### src/rtl/alu_pkg.sv
// Shared ALU definitions: shift-op encodings and the shift-amount width.
package alu_pkg;

  localparam int ALU_SH_W = 6;

  typedef enum logic [1:0] {
    ALU_SH_SRL = 2'd0,
    ALU_SH_SLL = 2'd1,
    ALU_SH_SRA = 2'd2,
    ALU_SH_RSV = 2'd3
  } alu_sh_op_e;

endpackage

### src/rtl/alu_srl.sv
// Combinational logical-right shifter; an amount of N clears the word.
module alu_srl #(
  parameter int N  = 32,
  parameter int SW = $clog2(N + 1)
) (
  input  logic [N-1:0]  a,
  input  logic [SW-1:0] s,
  output logic [N-1:0]  z
);

  assign z = a >> s;

endmodule

### src/rtl/alu_shift_pipe.sv
// Two-stage valid/ready shift unit; SLL and SRA are folded onto one
// logical-right shifter by bit reversal and inversion around it.
module alu_shift_pipe
  import alu_pkg::*;
#(
  parameter int N = 32
) (
  input  logic                clk,
  input  logic                rst_n,
  input  logic                in_valid,
  output logic                in_ready,
  input  logic [N-1:0]        in_a,
  input  logic [ALU_SH_W-1:0] in_s,
  input  logic [1:0]          in_op,
  output logic                out_valid,
  input  logic                out_ready,
  output logic [N-1:0]        out_z,
  output logic [1:0]          out_op
);

  localparam int SCW = $clog2(N + 1);

  logic                v1_reg;
  logic [N-1:0]        a1_reg;
  logic [ALU_SH_W-1:0] s1_reg;
  logic [1:0]          op1_reg;
  logic                v2_reg;
  logic [N-1:0]        z2_reg;
  logic [1:0]          op2_reg;

  logic                ready1;
  logic                ready2;
  logic [SCW-1:0]      sc;
  logic                is_sll;
  logic                is_neg_sra;
  logic [N-1:0]        a1_rev;
  logic [N-1:0]        srl_a;
  logic [N-1:0]        srl_z;
  logic [N-1:0]        srl_rev;
  logic [N-1:0]        z_next;

  assign ready2   = !v2_reg || out_ready;
  assign ready1   = !v1_reg || ready2;
  assign in_ready = ready1;

  assign out_valid = v2_reg;
  assign out_z     = z2_reg;
  assign out_op    = op2_reg;

  // Amounts at or beyond the width saturate to N, giving the full-width fill.
  always_comb begin
    if (int'(s1_reg) >= N) sc = SCW'(N);
    else                   sc = SCW'(s1_reg);
  end

  genvar gi;
  generate
    for (gi = 0; gi < N; gi++) begin : g_rev
      assign a1_rev[gi]  = a1_reg[N-1-gi];
      assign srl_rev[gi] = srl_z[N-1-gi];
    end
  endgenerate

  assign is_sll     = (op1_reg == ALU_SH_SLL);
  assign is_neg_sra = (op1_reg == ALU_SH_SRA) && a1_reg[N-1];

  // Negative SRA shifts in ones: invert, shift in zeros, invert back.
  always_comb begin
    srl_a  = a1_reg;
    z_next = srl_z;
    if (is_sll) begin
      srl_a  = a1_rev;
      z_next = srl_rev;
    end else if (is_neg_sra) begin
      srl_a  = ~a1_reg;
      z_next = ~srl_z;
    end
  end

  alu_srl #(.N(N), .SW(SCW)) u_srl (
    .a(srl_a),
    .s(sc),
    .z(srl_z)
  );

  always_ff @(posedge clk or negedge rst_n) begin
    if (!rst_n) begin
      v1_reg  <= 1'b0;
      a1_reg  <= '0;
      s1_reg  <= '0;
      op1_reg <= '0;
      v2_reg  <= 1'b0;
      z2_reg  <= '0;
      op2_reg <= '0;
    end else begin
      if (ready2) begin
        v2_reg  <= v1_reg;
        z2_reg  <= z_next;
        op2_reg <= op1_reg;
      end
      if (ready1) begin
        v1_reg  <= in_valid;
        a1_reg  <= in_a;
        s1_reg  <= in_s;
        op1_reg <= in_op;
      end
    end
  end

endmodule

### config.mk
export PLATFORM = sky130hd
export DESIGN_NAME = alu_shift_pipe
export DESIGN_NICKNAME = d
export VERILOG_FILES = /design/src/rtl/alu_pkg.sv /design/src/rtl/alu_srl.sv /design/src/rtl/alu_shift_pipe.sv
export SDC_FILE = /design/constraint.sdc
export NUM_CORES = 1
export LEC_CHECK = 0
export ABC_AREA = 1
export BUFFER_PORTS_ARGS = -buffer_cell sky130_fd_sc_hd__buf_2
export CORE_ASPECT_RATIO = 1.25
export CORE_UTILIZATION = 59
export DETAILED_ROUTE_END_ITERATION = 8
export PLACE_DENSITY = 0.81
export SYNTH_ARGS = -nofsm -noshare
export SYNTH_HDL_FRONTEND = slang
export SYNTH_SLANG_ARGS = --single-unit
### constraint.sdc
create_clock -name clk -period 2.6 [get_ports clk]
set_input_delay 0.13 -clock clk [delete_from_list [all_inputs] [get_ports clk]]
set_output_delay 0.13 -clock clk [all_outputs]
set_load 0.01 [all_outputs]
==> metrics.txt <==
status complete, but fails checks; failing checks negative hold slack; worst vdd ir 0.3839 mV; Root Driver clkbuf_16; Seq/Total Area, Yosys 31.42%; CP cell instances inv_4 > nand3_4 > buf_4 > nand3_1 > nand4_1 > nand3_1 > nand2_1 > o21ai_1 > nand2_1 > nand2_2 > nand2_2 > nand2_1 > nand2_1 > nand3_1 > nand2_1 > inv_1; Worst path max stage delay 0.43 ns; hold_ws -0.001317 ns; layout net count 1069; I/O Buffers 79; max-slew violations 0; die height 115.2 µm; Compound-Gate Fraction of Synth Area 9.797%; initial antenna violation count 0; CTS Buf Count 9; placed instance area 6504 µm²; maximum clock path buffer count 2; Post-synth EDFFs 0; GPL Wtd Cong 1.037; Post-CTS Resized 0; via count of the first global-routing pass 6102; htree depth 3; Max-Cap Viols 0; Synth cell types 34; post-synthesis adder-cell area fraction 0%; ys async rst share 100.0%; total setup buffers inserted after CTS 0; layout cells sized above 1 14.95%; Buf/Inv on CP 3; Synth Cell Area 6053 µm²; post-synthesis register bit count 76; first-pass GRT wire length 29840 µm; Sinks on Clock Net 76; critical path arrival 2.62 ns; Routed WL 18100 µm; GRT Util Overall 35.50%; P&R area growth vs syn 16.27%; Synth Area in Simple Gates 48.41%; cells after synthesis 952; total gr overflow 0; most used cell, CP nand2_1; min Tclk post-route 2.338 ns; Leak 3.551 nW; CP max FO 22; Die Area 10670 µm²; Final Skew 0.008859 ns; fraction of synthesized area in multiplexers 0%; final setup fails 0; slowest CP cell dfrtp_1; fill cell count 935; pin count of the biggest net entering global routing 77; clock slew at reported path FFs 0.06 ns; Power per Cell Area 683.1 nW/µm²; Hold Vio Cnt, Final 1; syn nets 996; HP Class input port to flop; post-DP HPWL 13060 µm; CTS tree yes; total number of vias 6827; RSZ-0062 raised after global routing no; Synth area leader dfrtp_1; share of the synthesized area in the top cell type 31.42%; DR vias/cell 5.890; fin util 70.00%; number of diodes 0; Core Region 10050 µm²; Critical Path RT 2.88 ns; Cell Rows 41; setup TNS 0 ns; placed insts 1120; worst slew pin tran 0.9421 ns; Synth Area in XOR/XNOR 0%; I/O pin total 80; Synth area leaders dfrtp_1, nand3_1, nand2_1, nand4_1, o21ai_0; drt initial violations 612; initial core utilization 60.20%; Pre-Repair DR Iteration Count 6; Final Instance Area 7038 µm²; Startpoint Class flop; die width 92.60 µm; dominant synthesized flop cell dfrtp_1; Critical Path End Type flop; Place WS 0.3376 ns; final worst path period share 89.94%; WL/cell 15.62 µm; slew margin rel. 37.19%; Finished Layout Cells 1159; critical path type flop to flop; largest family of logic cells by synthesized area simple AND/OR/NAND/NOR gates; cts hold-fix bufs 23; DRC violations left 0; CP top delay family simple AND/OR/NAND/NOR gates; Peak Freq 0.4276 GHz; Ys Warns 0; post-route ant nets 0; Clock Latency Late Sink 0.35 ns; Mean Syn Cell Area 6.359 µm²; post-route setup slack 0.2615 ns
==> worst min-delay path: cells and delay by family <==
kind            cells  cell delay [ns]
simple gates        1             0.04
compound gates      1             0.05
buf+inv             1             0.08
==> cell type report <==
type | instances | area (µm²) | area share, %
clock inverters | 4 | 47.55 | 0.6756
inverters | 71 | 271.5 | 3.858
flip-flops and latches | 76 | 1902 | 27.02
repair buffers | 128 | 873.3 | 12.41
clock buffers | 12 | 256.5 | 3.644
well taps | 129 | 161.4 | 2.293
multi-input cells | 739 | 3526 | 50.10
==> path summary, 6_finish.rpt <==
kind	startpoint	endpoint	slack [ns]	cells after the start
min in group asynchronous	rst_n	out_z[6]	0.44	2
max in group asynchronous	rst_n	a1_reg[20]	1.51	2
worst max register to register	op1_reg[0]	out_z[0]	0.26	16
worst min-delay path	in_s[4]	s1_reg[4]	-0.001	3
worst max-delay path	op1_reg[0]	out_z[0]	0.26	16
worst min register to register	out_z[19]	out_z[19]	0.47	2
==> placed cells by master (no fill, tap or decap), drive strengths merged <==
cell / synthesis / routed
a211oi: 4 / 4
a21oi: 16 / 16
a31oi: 10 / 10
buf: 42 / 105
bufinv: 0 / 1
clkbuf: 24 / 12
clkinv: 2 / 4
clkinvlp: 0 / 1
dfrtp: 76 / 76
dlygate4sd3: 0 / 23
inv: 69 / 69
nand2: 262 / 262
nand3: 220 / 220
nand3b: 3 / 3
nand4: 66 / 66
nor2: 71 / 71
nor3: 2 / 2
o211ai: 4 / 4
o21ai: 72 / 72
o21bai: 1 / 1
o22ai: 1 / 1
o31ai: 1 / 1
or2: 6 / 6
==> routing by layer <==
layer | GRT usage [%] | vias to the layer above | routed length (µm)
met1 | 47.39 | 3075 | 7632
met2 | 56.15 | 322 | 8457
met3 | 5.423 | 53 | 1245
li1 | - | 3377 | -
met4 | 17.60 | 0 | 766
met5 | 0 | - | 0
==> cells by family after synthesis <==
logic type,count (synthesis)
simple gates,630
compound gates,109
buf+inv,137
flops,76
==> Yosys cell counts (3+ instances only) <==
| cell type | number |
|---|---|
| o211ai_1 | 3 |
| nand3_2 | 4 |
| a211oi_1 | 4 |
| nand2_2 | 9 |
| o21ai_1 | 11 |
| a21oi_1 | 16 |
| nand4_1 | 66 |
| o21ai_0 | 60 |
| nand3_1 | 215 |
| nand2_1 | 253 |
| nand3b_1 | 3 |
| buf_4 | 8 |
| nor2_1 | 64 |
| inv_1 | 65 |
| buf_2 | 21 |
| nor2_2 | 4 |
| a31oi_1 | 10 |
| buf_6 | 7 |
| clkbuf_1 | 24 |
| dfrtp_1 | 76 |
| buf_1 | 6 |
| or2_2 | 6 |
==> report_power, final <==
group	internal, W	switching, W	total [W]
Sequential	0.00137	0.000103	0.00148
Clock	0.000792	0.000494	0.00129
Combinational	0.000689	0.00135	0.00204
==> per-stage QoR <==
step	hold slack (ns)	power (W)
final	-0.001317	0.004808
after global routing	0.01275	0.005126
after CTS	0.0004146	0.004778
after detailed placement	0.3173	0.003466
after global placement	0.3146	0.003428
after floorplan	-0.1656	0.002907
Power figures use the tool's default switching activity.
